[src/rtl/bcd_digit_adder_reg.sv]
// Single-digit BCD adder (A + B + cin) with a registered 8-bit result word.
// Optional macro BCD_INVALID_FLAG_EN drives out[5] with a non-BCD operand flag.
module bcd_digit_adder_reg (
    input  logic       clock,
    input  logic       reset_n,
    input  logic [3:0] in1,
    input  logic [3:0] in2,
    input  logic [3:0] in3,
    input  logic [7:0] prev,
    output logic [7:0] out
);

    // Operand bits are interleaved: even nibble bits carry A, odd carry B.
    function automatic logic [3:0] decode_a(input logic [3:0] lo, input logic [3:0] hi);
        decode_a = {hi[2], hi[0], lo[2], lo[0]};
    endfunction

    function automatic logic [3:0] decode_b(input logic [3:0] lo, input logic [3:0] hi);
        decode_b = {hi[3], hi[1], lo[3], lo[1]};
    endfunction

    // Decimal correction: any binary sum above 9 gets +6 and a decimal carry.
    function automatic logic [4:0] bcd_correct(input logic [4:0] t);
        logic [4:0] adj;
        adj = t + 5'd6;
        if (t > 5'd9) begin
            bcd_correct = {1'b1, adj[3:0]};
        end else begin
            bcd_correct = {1'b0, t[3:0]};
        end
    endfunction

    logic [3:0] w_a_s;
    logic [3:0] w_b_s;
    logic [4:0] w_t_s;
    logic [4:0] w_res_s;
    logic       w_flag_s;
    logic [7:0] w_next_s;
    logic [7:0] r_out_r;

    // Operand decode, binary sum and correction.
    always_comb begin
        w_a_s   = decode_a(in1, in2);
        w_b_s   = decode_b(in1, in2);
        w_t_s   = {1'b0, w_a_s} + {1'b0, w_b_s} + {4'b0000, in3[0]};
        w_res_s = bcd_correct(w_t_s);
    end

`ifdef BCD_INVALID_FLAG_EN
    // Flag operands outside the decimal range.
    always_comb begin
        if ((w_a_s > 4'd9) || (w_b_s > 4'd9)) begin
            w_flag_s = 1'b1;
        end else begin
            w_flag_s = 1'b0;
        end
    end
`else
    // Without the flag, out[5] is a plain feedback of prev[5].
    always_comb begin
        w_flag_s = prev[5];
    end
`endif

    // Pack sum digit into even bits, carry into bit 7, feedback into odd bits.
    always_comb begin
        w_next_s = {w_res_s[4], w_res_s[3], w_flag_s, w_res_s[2],
                    prev[3],    w_res_s[1], prev[1],  w_res_s[0]};
    end

    // Result register, cleared asynchronously.
    always_ff @(posedge clock or negedge reset_n) begin
        if (!reset_n) begin
            r_out_r <= 8'h00;
        end else begin
            r_out_r <= w_next_s;
        end
    end

    assign out = r_out_r;

endmodule

[config.mk]
export PLATFORM = sky130hd
export DESIGN_NAME = bcd_digit_adder_reg
export DESIGN_NICKNAME = d
export VERILOG_FILES = /design/src/rtl/bcd_digit_adder_reg.sv
export SDC_FILE = /design/constraint.sdc
export NUM_CORES = 1
export LEC_CHECK = 0
export ABC_AREA = 1
export CAP_MARGIN = 10
export CORE_UTILIZATION = 32
export DETAILED_ROUTE_END_ITERATION = 6
export PLACE_DENSITY = 0.73
export SLEW_MARGIN = 20
export SYNTH_ARGS = -nofsm -noshare
export SYNTH_HDL_FRONTEND = slang
export SYNTH_SLANG_ARGS = --single-unit
[constraint.sdc]
create_clock -name clock -period 0.8 [get_ports clock]
set_input_delay 0.16 -clock clock [delete_from_list [all_inputs] [get_ports clock]]
set_output_delay 0.16 -clock clock [all_outputs]
set_load 0.02 [all_outputs]
==> impl_metrics.toml, run 1 <==
[global_routing]
met3_usage_pct = 1.60
first_global_vias = 448
antenna_found_initial = 0
grt_max_degree = 9
grtUsageTotal_pct = 14.8
grt_pass1_wl_mm = 1.59
grt_overflow = 0
gr-usage-met2_pct = 33.2
grt-busiest-layer = "met2"
use_met1_pct = 10.7

[floorplanning]
dieArea_um2 = 1710
die_y_um = 41.4
rows = 13
ios = 30
fp.coreArea_um2 = 1370
die_width_um = 41.4
start_util_pct = 36.3

[hold_path]
hold_path_class = "in2async"

[route]
vias_per_cell = 4.71
drt_iter0_drc = 5
drtPass1Iterations = 2
routedWlPerCell_um = 10.3
ant_nets = 0
vias = 480
wl_mm = 1.05
drc = 0

[run_status]
status = "complete, but fails checks"
failed_checks = "negative setup slack"

[cts]
clk_pin_slew_ns = 0.05
cts_root_buffer = "clkbuf_4"
htreeDepth = 1
cts_tree = "yes"
clk_path_buf_depth = 2
numCtsBuffers = 3
clock_sinks = 8
hold_buffers = 0

[critical_path]
cp-end-kind = "flop"
start_kind = "primary input"
cpPeakStageDelay_ns = 0.57
path_class = "in2reg"
cp_cell_sequence = "buf_6, fa_2, fa_2, inv_2, ha_4, inv_4, nor2_4, a21oi_4, nand2_4, nand2_4, nand2_2, nand2_1"
cpLargestDelayFamily = "adder cells"
crit_buf_inv = 3
worstSetupPathDepth = 12
crit_path_max_fanout = 4
required_ns = 0.98
critical-path-slowest-cell = "fa_2"
arrival_ns = 1.95

[yosys]
syn_nets = 82
ys_top_cells_by_count = "nand2_1, inv_1, dfrtp_1, nand3_1, ha_1"
avgSynthCellArea_um2 = 9.18
yosys.area.top_type_share_pct = 40.4
seq_area_frac_synth_pct = 40.4
synth.most_common_cell = "nand2_1"
synthCells = 54
synth_top_flop_cell = "dfrtp_1"
synth.distinct_cells = 13
synth_top_area_cell = "dfrtp_1"
yosysWarnings = 0
netlist_top_cells_area = "dfrtp_1, ha_1, nand2_1"
syn_area_um2 = 495
ys_async_sr_fraction_pct = 100
synth_edf_count = 0
synth-seq-cells = 8

[sta]
period_share_pct = 221
finalSetupViolations = 12
slew_headroom_pct = 77.8
hold_violations = 0
fmax_mhz = 566
setup_slack_ns = -0.968
slew_violations = 0
rsz0062_at_grt = "true"
tightest_slew_ns = 0.334
fin_setup_tns_ns = -4.56
layout_min_cycle_time_ns = 1.77

[power]
p_leak_uw = 0.000440
power-per-cell-area_nw_per_um2 = 1880
ir_drop_uv = 679

[layout]
diodes = 0
nets = 117
final_layout_size_suffix_gt1_share_pct = 50.6
syn2layout_area_growth_pct = 77.0
largest_register_ffs = 8

[placement]
dp_hpwl_um = 877
io_buffers = 21
post-place-ws_ns = -1.57
gp_congestion = 0.748

[job]
maxCapViolations = 0
-- kinds of logic (layout without fill, tap and decap cells) --
kind of cell,Yosys count,in the layout,share of synthesized area (%)
AOI/OAI and AO/OA,3,3,6.06
adders and majority gates,6,6,18.2
buffers and inverters,9,42,6.82
DFF,8,8,40.4
and+or+nand+nor,28,28,28.5
-- layer usage --
metal / vias up / routed length (µm) / part of all wire, %
met5: - / 0 / 0
met2: 19 / 618 / 59
met1: 222 / 346 / 33
met3: 2 / 76 / 7.3
li1: 237 / - / -
met4: 0 / 5 / 0.48
-- cells in the final DEF (no fill, tap or decap) --
| master | netlist | routed |
|---|---|---|
| buf_2 | 0 | 1 |
| nand3_1 | 8 | 5 |
| inv_2 | 0 | 2 |
| nand2_4 | 2 | 3 |
| nand2_1 | 13 | 9 |
| nand2_2 | 2 | 5 |
| nand3_2 | 1 | 4 |
| ha_4 | 0 | 1 |
| clkbuf_4 | 0 | 3 |
| nor2_1 | 2 | 1 |
| inv_4 | 0 | 1 |
| a21oi_4 | 1 | 1 |
| buf_6 | 0 | 10 |
| a21oi_1 | 1 | 1 |
| ha_1 | 4 | 3 |
| buf_4 | 0 | 9 |
| dlygate4sd2_1 | 0 | 2 |
| fa_2 | 0 | 2 |
| clkdlybuf4s50_1 | 0 | 8 |
| nor2_4 | 0 | 1 |
| dfrtp_1 | 8 | 8 |
| a21oi_2 | 1 | 1 |
| inv_1 | 9 | 6 |
-- stage by stage --
stage	instances	util [%]	instance area (µm²)	power, µW	hold WS [ns]
after floorplan	54	-	528	939	-0.136
after global placement	97	59.2	810	1260	0.447
after detailed placement	97	59.2	810	1290	0.449
after CTS	102	62.3	851	1630	0.189
after global routing	102	64.2	877	1770	0.193
final	102	64.2	877	1650	0.178
-- area by class of cell --
cell class / count / area [µm²]
Sequential cell: 8 / 200
Timing Repair Buffer: 30 / 283
Clock buffer: 3 / 22.5
Multi-Input combinational cell: 37 / 317
Tap cell: 15 / 18.8
Inverter: 9 / 36.3
Fill cell: 131 / 489
-- power breakdown --
group | internal (µW) | switching, µW
registers | 480 | 32.3
logic | 428 | 420
clock network | 170 | 120
-- final timing paths --
kind	from	end	slack, ns
setup / recovery	in3[0]	out[6]	-0.97
min in group clock	in1[0]	out[0]	0.34
max in group asynchronous	reset_n	out[6]	0.38
hold / removal	reset_n	out[1]	0.18
-- timing repair --
action / in CTS / in global routing
resized for setup: 64 / 8
pin swaps: 5 / 10
buffers inserted: 2 / 1
endpoints found under the setup margin: 13 / 12
Note: power is estimated with default switching activity, not from simulation.
==> run 2, diff against run 1 <==
Settings changed: CAP_MARGIN 10 to 20.
==> results of run 2 <==
No change in the layout: final DEF, timing and power equal those of run 1.
==> variant (flow settings as in run 2) <==
The option `BCD_INVALID_FLAG_EN` is turned on by a define.
--- a/src/rtl/bcd_digit_adder_reg.sv
+++ b/src/rtl/bcd_digit_adder_reg.sv
@@ -1,5 +1,7 @@
 // Single-digit BCD adder (A + B + cin) with a registered 8-bit result word.
 // Optional macro BCD_INVALID_FLAG_EN drives out[5] with a non-BCD operand flag.
+`define BCD_INVALID_FLAG_EN
+
 module bcd_digit_adder_reg (
     input  logic       clock,
     input  logic       reset_n,
Formal check against the unedited RTL: not equivalent (Yosys sat finds a counterexample within 4 cycles, from zero or initial values and one cycle with reset_n low).
==> variant against run 2 <==
  * Area after synthesis rose by 3.5%
  * Sequential cell count unchanged
  * Utilization shrank 4.8 points
  * Via count grew 9.8%
  * Routed wire length up 17%
  * Worst setup slack got worse by 22 ps
  * The flow still finishes with violations (setup timing)
  * Global-route usage grew 2.0 points
  * Cell area grew 2.0%
  * Power is 1.6% higher
==> variant: results (changes against run 2) <==
[placement]
dpl_cell_area_um2=848  ; +4.8%
detailed_place_hpwl_um=1080  ; +23%
gp_congestion=0.786  ; +5.1%
io_buffers=20  ; -4.8%

[sta]
worst_slack_ps=-990  ; -22.1 ps
tightest_slew_ps=339  ; +5.75 ps
setup_viol=12  ; unchanged

[status]
outcome=complete, but fails checks
violations=setup timing

[grt]
grt_first_pass_wirelength_um=2190  ; +38%
grt_antenna_before_repair=0  ; unchanged
grt_usage_pct=16.8  ; +2.0 points
grt_pass1_vias=552  ; +23%

[drt]
drc=0  ; unchanged
detail_route.first_pass.iterations=5  ; +3
post_drt_via_cell_ratio=4.75  ; +0.89%
routedWlPerCell_um=11.0  ; +7.3%
drt_iter0_markers=11  ; +6

[synth]
yosysSeqAreaShare_pct=39.0  ; -1.4 points
synth_area_leaders=dfrtp_1 (39%), nand2_1 (10%), ha_1 (9.8%), nand3_1 (9.8%), fa_1 (7.8%)
synthArstFlopShare_pct=100  ; unchanged
syn-num-nets=87  ; +6.1%
synth_commonest_cells=nand2_1 (14), nand3_1 (10), inv_1 (9)

[layout]
fin_nets=125  ; +6.8%
final.fill_count=140  ; +6.9%
drive_above_1_share_pct=45.3  ; -5.3 points

[pwr]
p_leak_uw=0.000457  ; +3.9%
p_sw_share_pct=34.6  ; -0.093 points
peakVddDrop_v=0.000663  ; -2.4%

[setup_path]
cp.arrival_ps=1970  ; +20 ps

-- variant: cell types whose count changed after synthesis --
cell | run 2 | this run
nor2_1 | 2 | 3
nand3_2 | 1 | 0
o21ai_0 | 0 | 2
nand2_1 | 13 | 14
nand3_1 | 8 | 10
-- variant: worst paths after layout --
| path | startpoint | end | slack, ps | cells past startpoint |
|---|---|---|---|---|
| setup / recovery | in1[1] | out[2] | -990 | 12 |
| hold / removal | reset_n | out[6] | 190 | 1 |
| max in group asynchronous | reset_n | out[3] | 360 | 1 |
| min in group clock | prev[1] | out[1] | 360 | 1 |
-- variant: through the flow --
| stage | cells | setup WS (ps) | TNS [ps] | hold slack [ps] |
|---|---|---|---|---|
| finish | 111 | -990 | -4690 | 189 |
| CTS | 110 | -971 | -4570 | 201 |
| global placement | 106 | -1550 | -8990 | 445 |
| global route | 111 | -1040 | -5100 | 207 |
| floorplan | 59 | -1040 | -4080 | -136 |
| detailed placement | 106 | -1580 | -9210 | 457 |
-- variant: per-layer routing --
metal	share of wire [%]	up-vias	GRT usage [%]
met4	0.65	0	5.63
li1	-	261	-
met3	5.7	2	4.74
met5	0	-	0
met1	37	246	16.6
met2	56	18	32.8
-- variant: cell type report --
| type | instances | area, um^2 | share of cell area [%] |
|---|---|---|---|
| clock buffer | 3 | 22.5 | 2.52 |
| inverter | 9 | 36.3 | 4.06 |
| multi-input combinational | 42 | 319 | 35.7 |
| sequential | 8 | 200 | 22.4 |
| tap | 16 | 20.0 | 2.24 |
| timing repair buffer | 33 | 297 | 33.1 |
-- variant: worst max-delay path, cell delays in order --
cell	delay, ps
buf_6	90
fa_2	400
fa_2	570
inv_2	60
ha_4	160
inv_4	60
nor2_4	30
a21oi_4	130
nand2_4	90
nand2_4	90
nand2_1	50
nand2_1	60
-- variant: logic make-up after synthesis --
| logic type | after synthesis | share of synthesized area (%) |
|---|---|---|
| adder cells (fa/ha/maj) | 6 | 17.6 |
| AND/OR/NAND/NOR | 31 | 29.0 |
| buffers and inverters | 9 | 6.58 |
| AO/OA/AOI/OAI | 5 | 7.81 |
| flip-flops | 8 | 39.0 |
-- variant: power groups by stage --
stage / clock (uW) / combinational (uW) / sequential, uW
floorplan: 0 / 343 / 607
global placement: 0 / 810 / 502
detailed placement: 0 / 830 / 505
CTS: 293 / 868 / 515
global route: 321 / 965 / 520
finish: 283 / 879 / 514
-- variant: repair_timing --
item | CTS | global route
pin swaps | 6 | 0
setup endpoints to repair | 14 | 12
resized for setup | 66 | 0
setup buffers | 1 | 1
